`config.mk`:
```
export PLATFORM = sky130hd
export DESIGN_NAME = multicycle_maindec
export DESIGN_NICKNAME = d
export VERILOG_FILES = /design/src/rtl/multicycle_maindec.sv
export SDC_FILE = /design/constraint.sdc
export NUM_CORES = 1
export LEC_CHECK = 0
export BUFFER_PORTS_ARGS = -buffer_cell sky130_fd_sc_hd__buf_4
export CORE_AREA = 2 2 67 69
export CTS_CLUSTER_SIZE = 20
export DETAILED_ROUTE_END_ITERATION = 16
export DIE_AREA = 0 0 69 71
export PLACE_DENSITY = 0.59
export SLEW_MARGIN = 20
export SYNTH_ARGS = -nofsm -noshare
export SYNTH_HDL_FRONTEND = slang
export SYNTH_SLANG_ARGS = --single-unit
```
`constraint.sdc`:
```
create_clock -name clk -period 2 [get_ports clk]
set_input_delay 0.3 -clock clk [delete_from_list [all_inputs] [get_ports clk]]
set_output_delay 0.3 -clock clk [all_outputs]
set_load 0.02 [all_outputs]
```
`src/rtl/multicycle_maindec.sv`:
```
// Multicycle MIPS main decoder: Moore control FSM with a memory-ready
// handshake, illegal-opcode flag and a retired-instruction counter.
//
// state   | meaning
// --------+---------------------------------------------------------
// FETCH   | read instruction, PC+4; advance when memory is ready
// DECODE  | latch opcode, precompute branch target, dispatch
// MEMADR  | compute load/store address
// MEMRD   | load data read, wait for memory
// MEMWB   | write loaded data to register file
// MEMWR   | store data write, wait for memory
// RTYPEEX | R-type ALU operation
// RTYPEWB | R-type result writeback to rd
// BEQEX   | compare and conditionally branch
// IMMEX   | immediate ALU operation
// IMMWB   | immediate result writeback to rt
// JEX     | jump
module multicycle_maindec #(
  parameter int OP_W    = 6,
  parameter int ALUOP_W = 4,
  parameter int CNT_W   = 16
) (
  input  logic               clk,
  input  logic               reset,
  input  logic [OP_W-1:0]    op,
  input  logic               mem_ready,
  output logic               iord,
  output logic               memwrite,
  output logic               irwrite,
  output logic               pcwrite,
  output logic               branch,
  output logic [1:0]         pcsrc,
  output logic               alusrca,
  output logic [1:0]         alusrcb,
  output logic               regdst,
  output logic               regwrite,
  output logic               memtoreg,
  output logic               zeroextend,
  output logic [ALUOP_W-1:0] aluop,
  output logic               illegal_op,
  output logic [CNT_W-1:0]   instr_count,
  output logic [3:0]         state_o
);

  typedef enum logic [3:0] {
    S_FETCH   = 4'd0,
    S_DECODE  = 4'd1,
    S_MEMADR  = 4'd2,
    S_MEMRD   = 4'd3,
    S_MEMWB   = 4'd4,
    S_MEMWR   = 4'd5,
    S_RTYPEEX = 4'd6,
    S_RTYPEWB = 4'd7,
    S_BEQEX   = 4'd8,
    S_IMMEX   = 4'd9,
    S_IMMWB   = 4'd10,
    S_JEX     = 4'd11
  } state_t;

  localparam logic [OP_W-1:0] OP_RTYPE = OP_W'(0);
  localparam logic [OP_W-1:0] OP_J     = OP_W'(2);
  localparam logic [OP_W-1:0] OP_BEQ   = OP_W'(4);
  localparam logic [OP_W-1:0] OP_ADDI  = OP_W'(8);
  localparam logic [OP_W-1:0] OP_ADDIU = OP_W'(9);
  localparam logic [OP_W-1:0] OP_SLTI  = OP_W'(10);
  localparam logic [OP_W-1:0] OP_ANDI  = OP_W'(12);
  localparam logic [OP_W-1:0] OP_ORI   = OP_W'(13);
  localparam logic [OP_W-1:0] OP_XORI  = OP_W'(14);
  localparam logic [OP_W-1:0] OP_LUI   = OP_W'(15);
  localparam logic [OP_W-1:0] OP_LW    = OP_W'(35);
  localparam logic [OP_W-1:0] OP_SW    = OP_W'(43);

  state_t            state_q;
  logic [OP_W-1:0]   op_q;
  logic [CNT_W-1:0]  cnt_q;
  state_t            dispatch_d;
  logic              op_bad;
  logic              retire;
  logic              imm_zext;
  logic [3:0]        aluop4;

  // Opcode dispatch out of DECODE, looked up on the live opcode.
  always_comb begin
    dispatch_d = S_FETCH;
    op_bad     = 1'b0;
    case (op)
      OP_RTYPE:                        dispatch_d = S_RTYPEEX;
      OP_J:                            dispatch_d = S_JEX;
      OP_BEQ:                          dispatch_d = S_BEQEX;
      OP_ADDI, OP_ADDIU, OP_SLTI,
      OP_ANDI, OP_ORI, OP_XORI, OP_LUI: dispatch_d = S_IMMEX;
      OP_LW, OP_SW:                    dispatch_d = S_MEMADR;
      default:                         op_bad     = 1'b1;
    endcase
  end

  // An instruction retires on the last cycle before returning to FETCH.
  always_comb begin
    case (state_q)
      S_MEMWB, S_RTYPEWB, S_BEQEX, S_IMMWB, S_JEX: retire = 1'b1;
      S_MEMWR:                                      retire = mem_ready;
      default:                                      retire = 1'b0;
    endcase
  end

  // State register, latched opcode and retired-instruction counter.
  always_ff @(posedge clk) begin
    if (reset) begin
      state_q <= S_FETCH;
      op_q    <= '0;
      cnt_q   <= '0;
    end else begin
      case (state_q)
        S_FETCH:   if (mem_ready) state_q <= S_DECODE;
        S_DECODE: begin
          op_q    <= op;
          state_q <= dispatch_d;
        end
        S_MEMADR: begin
          if (op_q == OP_LW)      state_q <= S_MEMRD;
          else if (op_q == OP_SW) state_q <= S_MEMWR;
          else                    state_q <= S_FETCH;
        end
        S_MEMRD:   if (mem_ready) state_q <= S_MEMWB;
        S_MEMWR:   if (mem_ready) state_q <= S_FETCH;
        S_RTYPEEX: state_q <= S_RTYPEWB;
        S_IMMEX:   state_q <= S_IMMWB;
        default:   state_q <= S_FETCH;
      endcase
      if (retire) cnt_q <= cnt_q + CNT_W'(1);
    end
  end

  assign imm_zext = (op_q == OP_ANDI) || (op_q == OP_ORI) ||
                    (op_q == OP_XORI) || (op_q == OP_LUI);

  // Moore output decode; only FETCH looks at mem_ready.
  always_comb begin
    iord       = 1'b0;
    memwrite   = 1'b0;
    irwrite    = 1'b0;
    pcwrite    = 1'b0;
    branch     = 1'b0;
    pcsrc      = 2'b00;
    alusrca    = 1'b0;
    alusrcb    = 2'b00;
    regdst     = 1'b0;
    regwrite   = 1'b0;
    memtoreg   = 1'b0;
    zeroextend = 1'b0;
    aluop4     = 4'b0000;
    case (state_q)
      S_FETCH: begin
        alusrcb = 2'b01;
        irwrite = mem_ready;
        pcwrite = mem_ready;
      end
      S_DECODE:  alusrcb = 2'b11;
      S_MEMADR: begin
        alusrca = 1'b1;
        alusrcb = 2'b10;
      end
      S_MEMRD:   iord = 1'b1;
      S_MEMWB: begin
        memtoreg = 1'b1;
        regwrite = 1'b1;
      end
      S_MEMWR: begin
        iord     = 1'b1;
        memwrite = 1'b1;
      end
      S_RTYPEEX: begin
        alusrca = 1'b1;
        aluop4  = 4'b1111;
      end
      S_RTYPEWB: begin
        regdst   = 1'b1;
        regwrite = 1'b1;
      end
      S_BEQEX: begin
        alusrca = 1'b1;
        aluop4  = 4'b0001;
        branch  = 1'b1;
        pcsrc   = 2'b01;
      end
      S_IMMEX: begin
        alusrca    = 1'b1;
        alusrcb    = 2'b10;
        zeroextend = imm_zext;
        case (op_q)
          OP_SLTI: aluop4 = 4'b0010;
          OP_ANDI: aluop4 = 4'b0100;
          OP_ORI:  aluop4 = 4'b0101;
          OP_XORI: aluop4 = 4'b0110;
          OP_LUI:  aluop4 = 4'b0111;
          default: aluop4 = 4'b0000;
        endcase
      end
      S_IMMWB: begin
        regwrite   = 1'b1;
        zeroextend = imm_zext;
      end
      S_JEX: begin
        pcsrc   = 2'b10;
        pcwrite = 1'b1;
      end
      default: ;
    endcase
  end

  assign aluop       = ALUOP_W'(aluop4);
  assign illegal_op  = (state_q == S_DECODE) && op_bad && !reset;
  assign instr_count = cnt_q;
  assign state_o     = state_q;

endmodule

```
Word level (Yosys, flattened, before mapping)
Cells that the tools add are included.
{"block": "totals", "regBits": 26, "input_bits": 9, "wordCells": 77, "out_inout_bits": 39}
{"block": "op_classes", "addsub": 1, "reduce_logical": 18, "mux": 23, "eq_ne": 32}
{"op": "== test 6 x 4 -> 1 bit (second input constant)", "n": 12}
{"op": "one-hot mux 4 bit (7 select lines)", "n": 1}
{"op": "== test 6 bit (second input constant)", "n": 4}
{"op": "one-hot mux 4 bit (5 select lines)", "n": 1}
{"op": "adder 16 x 1 -> 16 bit (second input constant)", "n": 1}
{"op": "== test 4 x 3 -> 1 bit (second input constant)", "n": 4}
{"op": "== test 4 bit (second input constant)", "n": 4}
{"op": "one-hot mux 3 bit (5 select lines)", "n": 1}
{"op": "2-to-1 mux 4 bit", "n": 3}
{"op": "one-hot mux 4 bit (3 select lines)", "n": 1}
{"op": "OR reduction 12 bit", "n": 1}
{"op": "2-to-1 mux 1 bit", "n": 10}
{"op": "== test 4 x 2 -> 1 bit (second input constant)", "n": 2}
{"op": "OR reduction 2 bit", "n": 4}
{"op": "OR reduction 7 bit", "n": 1}
{"op": "== test 6 x 2 -> 1 bit (second input constant)", "n": 1}
{"op": "== test 6 x 3 -> 1 bit (second input constant)", "n": 1}
{"op": "logical NOT 6 bit", "n": 1}
{"op": "2-to-1 mux 3 bit", "n": 2}
{"op": "inequality test 2 bit (second input constant)", "n": 3}
{"op": "one-hot mux 2 bit (3 select lines)", "n": 1}
{"op": "OR reduction 5 bit", "n": 1}
{"op": "== test 4 x 1 -> 1 bit (second input constant)", "n": 1}
{"op": "logical NOT 4 bit", "n": 1}
{"op": "8 further kinds", "n": 12}

Depth between registers and ports, before layout
Gate-level depths: netlist of run 1.
{"block": "depth", "ltp_word": 5, "ltp_mapped": 7, "ltp_nobuf": 4}

Worst setup path before layout of run 1
OpenSTA, ideal clock, no wires.
{"block": "synth_timing", "path_type": "register to output", "from": "reg state_q[0], in the netlist state_o[0]", "to": "out illegal_op", "t_required_ns": 1.700, "stages_incl_launch_ff": 5, "slack_ns": 0.010, "t_arrival_ns": 1.690, "path_cell_list": "dfxtp_1 -> buf_2 -> nor2b_2 -> nand2_1 -> a211oi_1"}
{"block": "synth_between", "elab_chain_cells": 3}
{"element": "from (decl)", "line_no": "73", "text": "state_t state_q;"}
{"element": "from (signal assigned)", "line_no": "117", "text": "state_q <= dispatch_d;"}
{"element": "== test 4 x 1 -> 1 bit", "line_no": "212", "text": "assign illegal_op = (state_q == S_DECODE) && op_bad && !reset;"}
{"element": "logical AND 1 bit (2 in a row)", "line_no": "212"}
{"element": "to (decl)", "line_no": "40", "text": "output logic illegal_op,"}
No other way between the ends.

Final worst setup path of run 1
{"block": "layout_timing", "from": "reg state_q[2], in the netlist state_o[2]", "to": "out illegal_op"}
The elaborated chain is that of the path after synthesis.

==> results of run 1 <==
synthesized netlist by cell type (2+ instances only):
cell,instances,area (um2)
a211oi_1,3,22.5
a21oi_1,26,130
a31oi_1,4,25.0
and3_1,2,12.5
and4_1,2,17.5
buf_1,3,11.3
buf_2,2,10.0
buf_6,2,22.5
clkbuf_1,9,33.8
dfxtp_1,26,521
inv_1,5,18.8
mux2i_1,2,20.0
nand2_1,27,101
nand2b_1,10,62.6
nand3_1,8,40.0
nand4_1,4,25.0
nor2_1,9,33.8
nor3_1,8,40.0
nor3b_1,3,22.5
o21ai_0,9,45.0
o22ai_1,2,12.5
o31ai_1,9,67.6
or3_1,7,43.8
or4_1,11,82.6
xnor2_1,2,17.5
cells in the final DEF, fill, tap and decap left out, types with 3 or more instances in the layout:
cell type and count:
nand2b_1 10, or4_1 11, a21oi_1 26, o31ai_1 9, dfxtp_1 24, nor2_1 9, nand2_1 27, o21ai_0 9
nand4_1 4, a31oi_1 4, nand3_1 8, buf_4 57, inv_1 5, clkbuf_8 3, nor3b_1 3, nor3_1 8
or3_1 7
stage by stage:
step / setup WS [ns] / total power, mW / utilization (%)
6_report: 0.126 / 1.13 / 50.3
5_1_grt: 0.00226 / 1.18 / 50.3
4_1_cts: 0.0276 / 1.14 / 50.1
3_5_place_dp: 0.205 / 0.698 / 48.4
3_3_place_gp: 0.256 / 0.698 / 48.4
2_1_floorplan: 0.0101 / 0.636 / -
critical path, delay by kind of cell (launching register included):
kind                   cells  cell delay (ns)
DFF                        1             0.37
buffers and inverters      2             0.36
and+or+nand+nor            2             0.35
AOI/OAI and AO/OA          1             0.22
metal layers:
layer	up-vias	global-route usage, %	wire length (um)
li1	874	-	-
met3	4	3.56	169
met2	36	31.9	2200
met1	825	21.8	1980
met4	0	4.58	44
met5	-	0	0
registers in the layout, indices dropped and copies added (netlist names):
name         cells
instr_count     16
op_q             6
state_o          4
area by class of cell:
class                      instances  area [um2]  share of cell area [%]
tap                               52        65.1                    3.08
timing repair buffer              58         439                    20.8
clock buffer                       3        41.3                    1.95
multi-input combinational        164         998                    47.2
inverter                           5        18.8                   0.887
sequential                        26         523                    24.7
clock inverter                     1        30.0                    1.42
worst min path at each step:
stage	startpoint	to	slack, ns	cells after the start
after floorplan	op[4]	op_q[4]	0.44	2
after global placement	op_q[4]	op_q[4]	0.46	2
after detailed placement	op_q[4]	op_q[4]	0.46	2
after CTS	op[2]	op_q[2]	0.31	3
after global routing	op[0]	op_q[0]	0.32	3
final	op[2]	op_q[2]	0.31	3
power by group through the flow:
stage / sequential, mW / combinational (mW) / clock, mW
2_1_floorplan: 0.549 / 0.0872 / 0
3_3_place_gp: 0.549 / 0.149 / 0
3_5_place_dp: 0.549 / 0.148 / 0
4_1_cts: 0.537 / 0.149 / 0.459
5_1_grt: 0.540 / 0.165 / 0.479
6_report: 0.538 / 0.149 / 0.448
kinds of logic after synthesis:
| logic type | after synthesis | share of synthesized area (%) |
|---|---|---|
| AND/OR/NAND/NOR | 97 | 33.3 |
| AO/OA/AOI/OAI | 61 | 24.4 |
| flip-flops | 26 | 32.2 |
| buffers and inverters | 22 | 6.42 |
| XOR/XNOR | 3 | 1.62 |
| multiplexers | 2 | 1.24 |
| adder cells (fa/ha/maj) | 1 | 0.773 |
==> flow_summary.ini, run 1 <==
[routing]
route.detailed.drc = 0
wl_per_cell_um = 14.2
vias = 1739
vias_per_cell = 5.63
final_antenna_net_count = 0
drt-initial-drc-count = 130
drtPass1Iterations = 5
drt-total-wl_mm = 4.40

[hold_path]
hp-class = in -> reg

[floorplan]
die_y_um = 71
ioPinCount = 48
core-area_um2 = 4200
fp.dieArea_um2 = 4900
fp.dieW_um = 69
start_util_pct = 38.5
std_cell_rows = 24

[worst_setup_path]
cp.arrival_ns = 1.57
crit_end = illegal_op
critPathCaptureType = output port
path_cells = buf_4 > nor2_1 > nand2_1 > a211oi_2 > buf_4
startpoint = state_o[2]
crit_type = reg -> out
r2r-start = state_o[2]
slowest_stage = dfxtp_1
required_ns = 1.70
worstPathMaxFanout = 9
crit_top_cell = buf_4
crit_path_start_kind = flop
slowest_delay_ns = 0.37
reg2reg_slack_ns = 0.23
rr_endpoint = instr_count[11]
reg2reg_depth = 4

[global_routing]
grt_pass1_vias = 1514
grt_pass1_wl_mm = 7.28
grt_start_max_net_pins = 28
track_usage_pct = 17.8
gr-total-overflow = 0
antenna_found_initial = 0

[sta]
timing.setup.tns_ns = 0
hold_slack_ns = 0.310
max-slew-margin-rel_pct = 76.0
finalClockSkew_ns = 0.00705
min_period_over_period_pct = 93.7
period_minus_slack_ns = 1.87
fmax_ghz = 0.533
finalHoldViolCount = 0
worstMarginPinSlew_ns = 0.351
rsz0062_at_grt = false
final_max_slew_viol_count = 0
finalSetupViolCount = 0

[logic_synthesis]
ys_seq_elements = 26
synth_area_um2 = 1620
synth_fp_nets = 222
synth.avg_cell_area_um2 = 7.63
synth_cell_type_count = 42
synth-edff-count = 0
yosys_warnings = 0
synthFlopType = dfxtp_1
ys_async_sr_fraction_pct = 0
ys_seq_area_share_pct = 32.2
syn_inst = 212

[cts]
cts_tree = yes
htreeDepth = 1
clk_latency_ns = 0.28
clockBufferDepth = 2
cts_made_buffers = 3
cts-root-buf = clkbuf_8
cts-resized-gates = 0
clock_sinks = 26
cts_setup_buffers = 0
hold_buffers = 0
clk_pin_slew_ns = 0.10

[pwr]
p_sw_uw = 274
p_per_area_nw_per_um2 = 536
max-vdd-ir-drop_mv = 0.397
switching_share_pct = 24.2
p_seq_share_pct = 47.4
p_clk_share_pct = 39.5
p_comb_share_pct = 13.1
p_int_uw = 860
leakagePower_nw = 0.794

[final_layout]
drive_gt1_share_pct = 28.0
areaGrowthSynthToFinish_pct = 30.8
nNetsFinal = 268
n_fill_cell = 456
layout.cells.non_filler = 309
n_antenna_cell = 0
design_area_um2 = 2120

[placement]
placed_cells = 305
gp_congestion = 0.781
dpl_cell_area_um2 = 2030
dp.final_hpwl_mm = 3.18
io_buffers = 47

[outcome]
outcome = complete, no violations

[flow_run]
maxCapViolCount = 0
No activity file was read; power rests on OpenSTA's default activity.
==> run 2: changes to the inputs <==
--- a/config.mk
+++ b/config.mk
@@ -10,7 +10,7 @@
 export CTS_CLUSTER_SIZE = 20
 export DETAILED_ROUTE_END_ITERATION = 16
 export DIE_AREA = 0 0 69 71
-export PLACE_DENSITY = 0.59
+export PLACE_DENSITY = 0.61
 export SLEW_MARGIN = 20
 export SYNTH_ARGS = -nofsm -noshare
 export SYNTH_HDL_FRONTEND = slang
==> constraint.sdc (replaced) <==
create_clock -name clk -period 1.5 [get_ports clk]
set_input_delay 0.225 -clock clk [delete_from_list [all_inputs] [get_ports clk]]
set_output_delay 0.225 -clock clk [all_outputs]
set_load 0.02 [all_outputs]
==> run 2 against run 1 <==
Against the previous run:
- the flow now finishes with violations (setup timing)
- sequential power grew 32%
- first-iteration DRC count grew 0.77%
- critical path depth grew 1
- die area is the same
- largest power group unchanged
- power grew 27%
- sequential cell count is the same
- worst hold slack lost 0.060 ns
- global-route usage grew 3.0 points
- setup slack lost 0.32 ns
- highest routed layer unchanged
- clock skew grew 0.0039 ns
==> flow_summary.ini, run 2 (synthesis gave the netlist of run 1 again) <==
[outcome]
outcome = finished with violations
violations = setup timing

[sta]
min_period_over_period_pct = 113
period_minus_slack_ns = 1.69
rsz0062_at_grt = true
max-slew-margin-rel_pct = 75.5
timing.setup.tns_ns = -3.25
final_max_slew_viol_count = 0
finalHoldViolCount = 0
finalSetupViolCount = 32
fmax_ghz = 0.592
worstMarginPinSlew_ns = 0.368
fin_ws_ns = -0.190
finalClockSkew_ns = 0.0109

[worst_setup_path]
crit_type = reg -> out
cp.arrival_ns = 1.46
worstPathMaxFanout = 5
slowest_stage = dfxtp_4
crit_top_cell = buf_6
crit_path_start_kind = flop
path_cells = buf_6 > nor2b_4 > buf_6 > nand2b_4 > a21oi_2 > buf_4
path_delay_family = buffers and inverters
required_ns = 1.27
slowest_delay_ns = 0.38
critPathCaptureType = output port
crit_buf_inv = 3

[final_layout]
n_fill_cell = 346
drive_gt1_share_pct = 57.0
nNetsFinal = 320
n_antenna_cell = 0
design_area_um2 = 2890
final_cell_mix = 87 x buf_4, 22 x nand2_1, 20 x dfxtp_1, 18 x a21oi_1, 17 x buf_6
final_common_cell = buf_4
largest_reg_flops = 16
areaGrowthSynthToFinish_pct = 78.8

[cts]
cts_tree = yes
clk_latency_ns = 0.27
htreeDepth = 1
cts_made_buffers = 3
cts-root-buf = clkbuf_8
clockBufferDepth = 2
clk_pin_slew_ns = 0.09
clock_sinks = 26

[routing]
final_antenna_net_count = 0
drt-initial-drc-count = 131
vias_per_cell = 5.70
route.detailed.drc = 0
vias = 2056
wl_per_cell_um = 16.5
drt-total-wl_mm = 5.94
drtPass1Iterations = 5

[floorplan]
die_y_um = 71
core-area_um2 = 4200
fp.dieW_um = 69
std_cell_rows = 24
start_util_pct = 38.5
ioPinCount = 48
fp.dieArea_um2 = 4900

[placement]
io_buffers = 47
gp_congestion = 0.844
dpl_cell_area_um2 = 2340
dp.final_hpwl_mm = 3.63

[pwr]
leakagePower_nw = 1.13
p_per_area_nw_per_um2 = 497
total_power_mw = 1.44
max-vdd-ir-drop_mv = 0.618

[global_routing]
grt_start_max_net_pins = 28
antenna_found_initial = 0
track_usage_pct = 20.8
gr-total-overflow = 0
grt_pass1_vias = 1805
grt_pass1_wl_mm = 8.45

[hold_path]
hp-class = in -> reg

[flow_run]
maxCapViolCount = 0
## run 2: repair_timing
action / in CTS / in global routing
gates cloned: 0 / 2
pin swaps: 10 / 10
endpoints found under the hold margin: 0 / 0
setup endpoints to repair: 35 / 38
resized for setup: 42 / 45
setup buffers: 11 / 7
hold buffers: 0 / 0
## run 2: through the flow
| step | cells | setup slack, ns | util [%] | hold WS (ns) |
|---|---|---|---|---|
| after global routing | 361 | -0.247 | 68.8 | 0.259 |
| after CTS | 352 | -0.155 | 62.4 | 0.244 |
| after global placement | 337 | -0.112 | 55.7 | 0.463 |
| after detailed placement | 337 | -0.133 | 55.7 | 0.463 |
| final | 361 | -0.190 | 68.8 | 0.250 |
| after floorplan | 212 | -0.251 | - | 0.361 |
## run 2: area by class of cell
type / instances / area, um2 / area share (%)
clock buffers: 4 / 45.0 / 1.56
inverters: 5 / 23.8 / 0.822
multi-input cells: 166 / 1310 / 45.2
flip-flops and latches: 26 / 536 / 18.5
well taps: 52 / 65.1 / 2.25
repair buffers: 108 / 915 / 31.6
## run 2: worst paths after layout
check	end	from	cells past startpoint	slack [ns]
max	alusrcb[1]	state_o[0]	6	-0.19
min	op_q[1]	op[1]	3	0.25
max reg2reg	instr_count[15]	state_o[0]	4	-0.15
min reg2reg	op_q[4]	op_q[4]	2	0.49
## run 2: per-layer routing
metal | part of all wire (%) | track usage, % | routed length, um
met1 | 44 | 27.9 | 2590
met2 | 49 | 34.2 | 2930
met3 | 4.9 | 3.28 | 289
met4 | 2.2 | 6.97 | 132
met5 | 0 | 0 | 0
## run 2: power breakdown
| group | switching [mW] | leakage (nW) | internal (mW) |
|---|---|---|---|
| Combinational | 0.167 | 0.897 | 0.155 |
| Sequential | 0.0131 | 0.214 | 0.699 |
| Clock | 0.215 | 0.0228 | 0.190 |
## run 2: tightest hold or removal path: stages
cell and delay (ns):
buf_4 0.14, nand2_1 0.06, a21oi_1 0.05
